**config.mk**
```make
export PLATFORM = sky130hd
export DESIGN_NAME = dpsk_dly_demod
export DESIGN_NICKNAME = d
export VERILOG_FILES = /design/src/rtl/dpsk_dly_demod.sv
export SDC_FILE = /design/constraint.sdc
export NUM_CORES = 2
export LEC_CHECK = 0
export BUFFER_PORTS_ARGS = -buffer_cell sky130_fd_sc_hd__buf_2
export CAP_MARGIN = 20
export CORE_MARGIN = 2
export CORE_UTILIZATION = 33
export CTS_BUF_LIST = sky130_fd_sc_hd__clkbuf_4 sky130_fd_sc_hd__clkbuf_8
export CTS_CLUSTER_DIAMETER = 80
export DETAILED_ROUTE_END_ITERATION = 7
export HOLD_SLACK_MARGIN = 0.02
export SLEW_MARGIN = 10
export SYNTH_ARGS = -nofsm -noshare
export SYNTH_HDL_FRONTEND = slang
export SYNTH_SLANG_ARGS = --single-unit
```
**constraint.sdc**
```tcl
create_clock -name clk_i -period 13.4 [get_ports clk_i]
set_input_delay 0 -clock clk_i [delete_from_list [all_inputs] [get_ports clk_i]]
set_output_delay 0 -clock clk_i [all_outputs]
set_load 0.01 [all_outputs]
```
**src/rtl/dpsk_dly_demod.sv**
```systemverilog
`timescale 1ns/1ps
// dpsk_dly_demod
// Delay-and-multiply (D)PSK demodulator for the ADC capture path.
//   Stage p0 : offset-binary -> signed conversion, circular delay-line write/read, priming check
//   Stage p1 : mixer product s * s_delayed, scaled by 2^-(DATA_W-1) and saturated
//   Stage p2 : integrate-and-dump over DEC mixer outputs (decimation)
//   Stage p3 : AVG_LEN-tap moving average, DC (avr_data_o) / AC (ac_data_o) split
//   Stage p4 : optional hysteresis slicer, compiled in when DPSK_SLICER_EN is defined
// Ports
//   clk_i        system clock
//   rst_ni       asynchronous active-low reset
//   clear_i      synchronous clear, same effect as reset, wins over din_valid_i
//   data_in_i    offset-binary ADC sample, qualified by din_valid_i
//   delay_sel_i  mixer delay in samples, clamped to [1, MAX_DELAY]; any change re-primes
//   mix_o        signed mixer product, mix_valid_o pulses per primed sample
//   ds_mix_o     signed decimated output, ds_valid_o pulses per DEC mixer outputs
//   avr_data_o   moving average of ds_mix_o, ac_data_o = sat(ds_mix_o - avr_data_o), ac_valid_o
//   bit_out_o    sliced bit with bit_valid_o (tied 0 unless DPSK_SLICER_EN is defined)
module dpsk_dly_demod #(
   parameter int DATA_W    = 12,
   parameter int MAX_DELAY = 128,
   parameter int DEC       = 16,
   parameter int AVG_LEN   = 64
) (
   input  logic                           clk_i,
   input  logic                           rst_ni,
   input  logic                           clear_i,
   input  logic        [DATA_W-1:0]       data_in_i,
   input  logic                           din_valid_i,
   input  logic        [$clog2(MAX_DELAY):0] delay_sel_i,
   output logic signed [DATA_W-1:0]       mix_o,
   output logic                           mix_valid_o,
   output logic signed [DATA_W-1:0]       ds_mix_o,
   output logic                           ds_valid_o,
   output logic signed [DATA_W-1:0]       avr_data_o,
   output logic signed [DATA_W-1:0]       ac_data_o,
   output logic                           ac_valid_o,
   output logic                           bit_out_o,
   output logic                           bit_valid_o
);
   localparam int AW     = $clog2(MAX_DELAY);
   localparam int SW     = AW + 1;
   localparam int DEC_SH = $clog2(DEC);
   localparam int AVG_SH = $clog2(AVG_LEN);
   localparam int ACC_W  = DATA_W + DEC_SH;
   localparam int SUM_W  = DATA_W + AVG_SH;
   localparam int PW     = 2 * DATA_W;
   localparam logic signed [PW-1:0] MAXP = PW'((2 ** (DATA_W - 1)) - 1);
   localparam logic signed [PW-1:0] MINP = -PW'(2 ** (DATA_W - 1));

   // Saturate a one-bit-wider signed value to DATA_W.
   function automatic logic signed [DATA_W-1:0] sat_w(input logic signed [DATA_W:0] x);
      if (x[DATA_W] != x[DATA_W-1])
         return x[DATA_W] ? {1'b1, {(DATA_W-1){1'b0}}} : {1'b0, {(DATA_W-1){1'b1}}};
      return x[DATA_W-1:0];
   endfunction

   // Scale the full product back to DATA_W; only (-FS)*(-FS) can overflow.
   function automatic logic signed [DATA_W-1:0] mix_scale(input logic signed [PW-1:0] p);
      logic signed [PW-1:0] sh;
      sh = p >>> (DATA_W - 1);
      if (sh > MAXP) return MAXP[DATA_W-1:0];
      if (sh < MINP) return MINP[DATA_W-1:0];
      return sh[DATA_W-1:0];
   endfunction

   typedef struct packed {
      logic        [SW-1:0]     dsel;
      logic        [AW-1:0]     wr_ptr;
      logic        [SW-1:0]     prime_cnt;
      logic                     vld_p0;
      logic signed [DATA_W-1:0] mix;
      logic                     mix_vld;
      logic signed [ACC_W-1:0]  acc;
      logic        [DEC_SH-1:0] phase;
      logic signed [DATA_W-1:0] ds;
      logic                     ds_vld;
      logic signed [SUM_W-1:0]  sum;
      logic        [AVG_SH:0]   fill;
      logic        [AVG_SH-1:0] aptr;
      logic signed [DATA_W-1:0] avr;
      logic signed [DATA_W-1:0] ac;
      logic                     ac_vld;
`ifdef DPSK_SLICER_EN
      logic                     bit_val;
      logic                     bit_vld;
`endif
   } ctrl_t;

   ctrl_t ctrl_q, ctrl_d;

   logic signed [DATA_W-1:0] dline_q [MAX_DELAY];
   logic signed [DATA_W-1:0] ring_q  [AVG_LEN];
   logic signed [DATA_W-1:0] s_p0_q, sd_p0_q;

   logic        [SW-1:0]     dly, prime_base;
   logic        [AW-1:0]     rd_addr;
   logic                     reprime, accept, primed;
   logic signed [DATA_W-1:0] s_d, oldest, avr_nxt, ac_nxt;
   logic signed [PW-1:0]     prod;
   logic signed [ACC_W-1:0]  acc_sum;
   logic signed [SUM_W-1:0]  sum_nxt;

`ifdef DPSK_SLICER_EN
   localparam logic signed [DATA_W-1:0] H     = DATA_W'(2 ** (DATA_W - 4));
   localparam logic signed [DATA_W-1:0] NEG_H = -H;
`endif

   always_comb begin
      dly = delay_sel_i;
      if (delay_sel_i == '0) dly = SW'(1);
      else if (delay_sel_i > SW'(MAX_DELAY)) dly = SW'(MAX_DELAY);
      // D == MAX_DELAY wraps onto wr_ptr itself: the slot read is the one about to be overwritten.
      rd_addr    = ctrl_q.wr_ptr - dly[AW-1:0];
      reprime    = (delay_sel_i != ctrl_q.dsel);
      accept     = din_valid_i & ~clear_i;
      prime_base = reprime ? '0 : ctrl_q.prime_cnt;
      primed     = (prime_base >= dly);
      s_d        = {~data_in_i[DATA_W-1], data_in_i[DATA_W-2:0]};
      prod       = PW'(s_p0_q) * PW'(sd_p0_q);
      acc_sum    = ctrl_q.acc + ACC_W'($signed(ctrl_q.mix));
      // Unfilled window slots count as zero, which is what a zero-filled ring would hold.
      oldest     = ctrl_q.fill[AVG_SH] ? ring_q[ctrl_q.aptr] : '0;
      sum_nxt    = ctrl_q.sum + SUM_W'($signed(ctrl_q.ds)) - SUM_W'(oldest);
      avr_nxt    = sum_nxt[SUM_W-1:AVG_SH];
      ac_nxt     = sat_w((DATA_W+1)'($signed(ctrl_q.ds)) - (DATA_W+1)'(avr_nxt));

      ctrl_d = ctrl_q;

      // stage p0
      ctrl_d.dsel      = delay_sel_i;
      ctrl_d.vld_p0    = accept & primed;
      ctrl_d.prime_cnt = prime_base;
      if (accept) begin
         ctrl_d.wr_ptr = ctrl_q.wr_ptr + AW'(1);
         if (prime_base != SW'(MAX_DELAY)) ctrl_d.prime_cnt = prime_base + SW'(1);
      end

      // stage p1
      ctrl_d.mix_vld = ctrl_q.vld_p0;
      if (ctrl_q.vld_p0) ctrl_d.mix = mix_scale(prod);

      // stage p2
      ctrl_d.ds_vld = 1'b0;
      if (reprime) begin
         ctrl_d.acc   = '0;
         ctrl_d.phase = '0;
      end else if (ctrl_q.mix_vld) begin
         if (&ctrl_q.phase) begin
            ctrl_d.ds     = acc_sum[ACC_W-1:DEC_SH];
            ctrl_d.ds_vld = 1'b1;
            ctrl_d.acc    = '0;
            ctrl_d.phase  = '0;
         end else begin
            ctrl_d.acc   = acc_sum;
            ctrl_d.phase = ctrl_q.phase + DEC_SH'(1);
         end
      end

      // stage p3
      ctrl_d.ac_vld = ctrl_q.ds_vld;
      if (ctrl_q.ds_vld) begin
         ctrl_d.sum  = sum_nxt;
         ctrl_d.avr  = avr_nxt;
         ctrl_d.ac   = ac_nxt;
         ctrl_d.aptr = ctrl_q.aptr + AVG_SH'(1);
         if (!ctrl_q.fill[AVG_SH]) ctrl_d.fill = ctrl_q.fill + (AVG_SH+1)'(1);
      end

`ifdef DPSK_SLICER_EN
      // stage p4
      ctrl_d.bit_vld = ctrl_q.ac_vld;
      if (ctrl_q.ac_vld) begin
         if (ctrl_q.ac > H) ctrl_d.bit_val = 1'b1;
         else if (ctrl_q.ac < NEG_H) ctrl_d.bit_val = 1'b0;
      end
`endif

      if (clear_i) ctrl_d = '0;
   end

   always_ff @(posedge clk_i or negedge rst_ni) begin
      if (!rst_ni) ctrl_q <= '0;
      else         ctrl_q <= ctrl_d;
   end

   always_ff @(posedge clk_i) begin
      if (accept) begin
         dline_q[ctrl_q.wr_ptr] <= s_d;
         s_p0_q                 <= s_d;
         sd_p0_q                <= dline_q[rd_addr];
      end
      if (ctrl_q.ds_vld && !clear_i) ring_q[ctrl_q.aptr] <= ctrl_q.ds;
   end

   assign mix_o       = ctrl_q.mix;
   assign mix_valid_o = ctrl_q.mix_vld;
   assign ds_mix_o    = ctrl_q.ds;
   assign ds_valid_o  = ctrl_q.ds_vld;
   assign avr_data_o  = ctrl_q.avr;
   assign ac_data_o   = ctrl_q.ac;
   assign ac_valid_o  = ctrl_q.ac_vld;
`ifdef DPSK_SLICER_EN
   assign bit_out_o   = ctrl_q.bit_val;
   assign bit_valid_o = ctrl_q.bit_vld;
`else
   assign bit_out_o   = 1'b0;
   assign bit_valid_o = 1'b0;
`endif

endmodule

```
==> metrics.txt <==
# TYPE chip_impl_metric gauge
chip_impl_info{name="status",value="complete, no violations"} 1
chip_impl_metric{name="fin_area",unit="mm2"} 0.115
chip_impl_metric{name="tritoncts.num_buffers",unit=""} 387
chip_impl_metric{name="slew_viol_final",unit=""} 0
chip_impl_metric{name="clkSinkCount",unit=""} 2442
chip_impl_metric{name="async_reset_ff_share",unit="%"} 4.67
chip_impl_info{name="cts_root_buf",value="sky130_fd_sc_hd__clkbuf_8"} 1
chip_impl_metric{name="power_density",unit="mW/mm2"} 165
chip_impl_metric{name="groute.usage.overall",unit="%"} 16.0
chip_impl_metric{name="ff_latch_area",unit="mm2"} 0.0728
chip_impl_metric{name="synth.mux.area_fraction",unit="%"} 10.9
chip_impl_metric{name="final_worst_path_period_need",unit="ps"} 9150
chip_impl_metric{name="synthCells",unit=""} 5437
chip_impl_metric{name="synth_top_cell_area_share",unit="%"} 69.5
chip_impl_metric{name="core_region_area",unit="mm2"} 0.303
chip_impl_metric{name="final.setup.tns",unit="ps"} 0
chip_impl_metric{name="fraction_of_the_mapped_netlist_area_in_compound_gates",unit="%"} 5.44
chip_impl_metric{name="drtIter0Drc",unit=""} 5869
chip_impl_metric{name="syn_avg_cell_area",unit="um2"} 18.5
chip_impl_metric{name="global_route_wire_length_before_repair",unit="um"} 370000
chip_impl_metric{name="netlist_area_before_placement",unit="mm2"} 0.101
chip_impl_metric{name="p_leak",unit="nW"} 36.6
chip_impl_metric{name="fp.dieArea",unit="mm2"} 0.309
chip_impl_metric{name="vdd_ir_drop_max",unit="mV"} 0.316
chip_impl_metric{name="timing_worst_slew_pin_value",unit="ps"} 1080
chip_impl_metric{name="dpl_worst_slack",unit="ps"} 4570
chip_impl_metric{name="h-tree-depth",unit=""} 5
chip_impl_metric{name="clock_latency",unit="ps"} 1030
chip_impl_metric{name="half_perimeter_wire_length_after_placement",unit="um"} 148000
chip_impl_info{name="worst_setup_path_start_kind",value="flip-flop"} 1
chip_impl_metric{name="required",unit="ps"} 14230
chip_impl_metric{name="power.total",unit="W"} 0.0189
chip_impl_info{name="synth.area.top_cells",value="sky130_fd_sc_hd__edfxtp_1 70%, sky130_fd_sc_hd__mux4_2 11%, sky130_fd_sc_hd__fa_1 3.1%"} 1
chip_impl_metric{name="floorplan.io_pins",unit=""} 77
chip_impl_metric{name="num-nets-final",unit=""} 6162
chip_impl_metric{name="placementRows",unit=""} 202
chip_impl_info{name="tritoncts_clock_tree",value="yes"} 1
chip_impl_info{name="holdCritPathClass",value="in -> async"} 1
chip_impl_info{name="cp_common_cell",value="sky130_fd_sc_hd__a21o_1"} 1
chip_impl_metric{name="multiInputGateArea",unit="mm2"} 0.0255
chip_impl_metric{name="post_route_cells_drive_above_1_share",unit="%"} 23.8
chip_impl_metric{name="global_route.overflow_total",unit=""} 0
chip_impl_metric{name="synth_seq_cells",unit=""} 2442
chip_impl_metric{name="synth.yosys.warnings",unit=""} 0
chip_impl_metric{name="clockBufferDepth",unit=""} 4
chip_impl_metric{name="number_of_remaining_drc_errors",unit=""} 0
chip_impl_info{name="netlist.top_cell.by_area",value="sky130_fd_sc_hd__edfxtp_1"} 1
chip_impl_metric{name="max_cap_viol_count",unit=""} 0
chip_impl_info{name="grt_setup_unrepaired",value="false"} 1
chip_impl_metric{name="path_clk_slew",unit="ps"} 80
chip_impl_metric{name="signal_arrival_time_at_the_worst_endpoint",unit="ps"} 9980
chip_impl_metric{name="initial_core_utilization",unit="%"} 33.2
chip_impl_metric{name="synthAdderAreaFrac",unit="%"} 4.56
chip_impl_metric{name="fillerInstances",unit=""} 27500
chip_impl_metric{name="finalClockSkew",unit="ps"} 137
chip_impl_metric{name="die_h",unit="um"} 556
chip_impl_metric{name="path_max_fanout",unit=""} 56
chip_impl_metric{name="period_share",unit="%"} 68.3
chip_impl_metric{name="routed_via_density",unit=""} 5.22
chip_impl_info{name="ys_dominant_reg_cell",value="sky130_fd_sc_hd__edfxtp_1"} 1
chip_impl_metric{name="yosys.area_share.xor_xnor",unit="%"} 0.809
chip_impl_metric{name="post_drt_wl_per_cell",unit="um"} 24.9
chip_impl_info{name="highest_count_cells_in_the_layout_ignoring_fill_and_taps",value="2,328 x sky130_fd_sc_hd__edfxtp_1, 480 x sky130_fd_sc_hd__mux4_2, 397 x sky130_fd_sc_hd__clkbuf_8, 298 x sky130_fd_sc_hd__nand2_1, 293 x sky130_fd_sc_hd__nor2_1"} 1
chip_impl_metric{name="finalWorstSetupSlack",unit="ps"} 4250
chip_impl_metric{name="timing.final.setup_violations",unit=""} 0
chip_impl_metric{name="synth-edff-count",unit=""} 2328
chip_impl_metric{name="ff2ff_setup_slack",unit="ps"} 4250
chip_impl_metric{name="finalWirelength",unit="um"} 253000
chip_impl_metric{name="initial_antenna_violation_count",unit=""} 12
chip_impl_metric{name="synth_cell_type_count",unit=""} 78
chip_impl_metric{name="vias",unit=""} 52900
chip_impl_metric{name="postRouteAntennaNets",unit=""} 0
chip_impl_metric{name="grt_start_max_net_pins",unit=""} 111
chip_impl_metric{name="maxClockFrequency",unit="GHz"} 0.109
chip_impl_metric{name="via_count_of_the_first_global_routing_pass",unit=""} 53800
chip_impl_info{name="dominant_combinational_cell_family_by_area_after_synthesis",value="multiplexers"} 1
chip_impl_metric{name="firstDrtPassIters",unit=""} 5
chip_impl_metric{name="placedInstanceArea",unit="mm2"} 0.107
chip_impl_metric{name="chipWidth",unit="um"} 556
chip_impl_metric{name="yosys.area_share.simple",unit="%"} 3.55
chip_impl_metric{name="slew_headroom",unit="%"} 27.5
chip_impl_metric{name="gp_congestion",unit=""} 0.822
chip_impl_metric{name="max_stage_delay",unit="ps"} 740
chip_impl_info{name="setup.worst_path.end_class",value="flip-flop"} 1
chip_impl_metric{name="synthToLayoutAreaGrowth",unit="%"} 14.2
chip_impl_metric{name="synth_sequential_area_ratio",unit="%"} 72.4
chip_impl_metric{name="placement.io_buffers",unit=""} 74
chip_impl_info{name="crit_path_top_delay_cell",value="sky130_fd_sc_hd__buf_4"} 1
chip_impl_metric{name="hold_viol_final",unit=""} 0
chip_impl_info{name="timing.setup.critical_path_class",value="reg -> reg"} 1
chip_impl_info{name="layout_commonest_cell",value="sky130_fd_sc_hd__edfxtp_1"} 1
[where the power goes]
part,total [W],internal (W),leakage [nW],switching [W]
clock,0.00627,0.00337,3.96,0.00290
sequential,0.00840,0.00835,20.9,0.0000540
combinational,0.00425,0.00180,11.8,0.00244
total,0.0189,0.0135,36.6,0.00540
[routing by layer]
layer / track usage [%] / up-vias / share of wire [%]
li1: - / 22500 / -
met1: 22.5 / 27900 / 43
met2: 25.4 / 2131 / 47
met3: 2.90 / 383 / 7.3
met4: 4.72 / 2 / 2.7
met5: 0 / - / 0.0051
[worst max-delay path: cells and delay by family, from the launching register on]
family | cells | cell delay, ps
AO/OA/AOI/OAI | 15 | 4110
adder cells (fa/ha/maj) | 4 | 1410
buffers and inverters | 4 | 1320
AND/OR/NAND/NOR | 6 | 1120
flip-flops | 1 | 600
XOR/XNOR | 2 | 360
[kinds of logic (layout without fill, tap and decap cells)]
group | Yosys count | in the layout
fa+ha+maj | 273 | 273
xor+xnor | 92 | 92
buf+inv | 582 | 1293
mux | 492 | 492
compound gates | 733 | 733
simple gates | 822 | 822
flops | 2442 | 2442
other cells | 1 | 6
[registers in the layout, indices dropped and copies added, names as in the netlist]
signal and count:
ac_data_o 12, ring_q 768, mix_valid_o 1, sd_p0_q 12
s_p0_q 12, dline_q 1536, mix_o 12, ac_valid_o 1
ctrl_q 75, ds_mix_o 12, ds_valid_o 1
[layout make-up]
type                       instances  share of cell area [%]
sequential                      2442                    63.4
timing repair buffer             375                    2.65
clock inverter                   148                   0.962
clock buffer                     524                    5.59
inverter                         246                   0.807
antenna                            4                 0.00872
tap                             3978                    4.34
multi-input combinational       2414                    22.3
[worst paths after layout]
path	startpoint	to	cells after the start
setup / recovery	ctrl_q[27]	ac_data_o[3]	31
hold / removal	rst_ni	ctrl_q[48]	4
setup reg to reg	ctrl_q[27]	ac_data_o[3]	31
hold reg to reg	ac_data_o[0]	ac_data_o[0]	2
max in group asynchronous	rst_ni	mix_o[8]	4
min in group clk_i	data_in_i[2]	dline_q[24][2]	2
[repair_timing]
item / 4_1_cts / 5_1_grt
resized for setup: 0 / 0
hold buffers: 48 / 0
buffers inserted: 0 / 0
hold endpoints to repair: 784 / 0
[through the flow]
stage | hold WS (ps) | cells | util [%]
global placement | 22.2 | 9353 | 35.1
floorplan | -296 | 5438 | -
CTS | 30.7 | 10100 | 37.8
finish | 118 | 10100 | 37.9
global route | 87.6 | 10100 | 37.9
detailed placement | 30.8 | 9397 | 35.2
[cell usage after synthesis, types with 5 or more instances]
cell	n
sky130_fd_sc_hd__and2_1	43
sky130_fd_sc_hd__dfrtp_1	114
sky130_fd_sc_hd__or3_1	9
sky130_fd_sc_hd__nor2b_1	23
sky130_fd_sc_hd__a31oi_1	98
sky130_fd_sc_hd__mux2i_1	11
sky130_fd_sc_hd__inv_1	243
sky130_fd_sc_hd__buf_4	50
sky130_fd_sc_hd__o21ai_0	66
sky130_fd_sc_hd__o21a_1	7
sky130_fd_sc_hd__o211ai_1	14
sky130_fd_sc_hd__mux4_2	480
sky130_fd_sc_hd__buf_1	30
sky130_fd_sc_hd__edfxtp_1	2328
sky130_fd_sc_hd__a22oi_1	193
sky130_fd_sc_hd__fa_1	156
sky130_fd_sc_hd__nor3_1	17
sky130_fd_sc_hd__buf_2	49
sky130_fd_sc_hd__o21ai_1	5
sky130_fd_sc_hd__nor2_1	311
sky130_fd_sc_hd__ha_1	116
sky130_fd_sc_hd__a21oi_1	48
sky130_fd_sc_hd__a221o_1	11
sky130_fd_sc_hd__clkbuf_1	207
sky130_fd_sc_hd__a221oi_1	96
sky130_fd_sc_hd__xor2_1	37
sky130_fd_sc_hd__a21o_1	28
sky130_fd_sc_hd__xnor2_1	54
sky130_fd_sc_hd__nor4_1	22
sky130_fd_sc_hd__nand2_1	301
sky130_fd_sc_hd__a22o_1	126
sky130_fd_sc_hd__and3_1	9
sky130_fd_sc_hd__nand2b_1	13
sky130_fd_sc_hd__nand3_1	41
sky130_fd_sc_hd__nand4_1	16
Power figures use the tool's default switching activity.
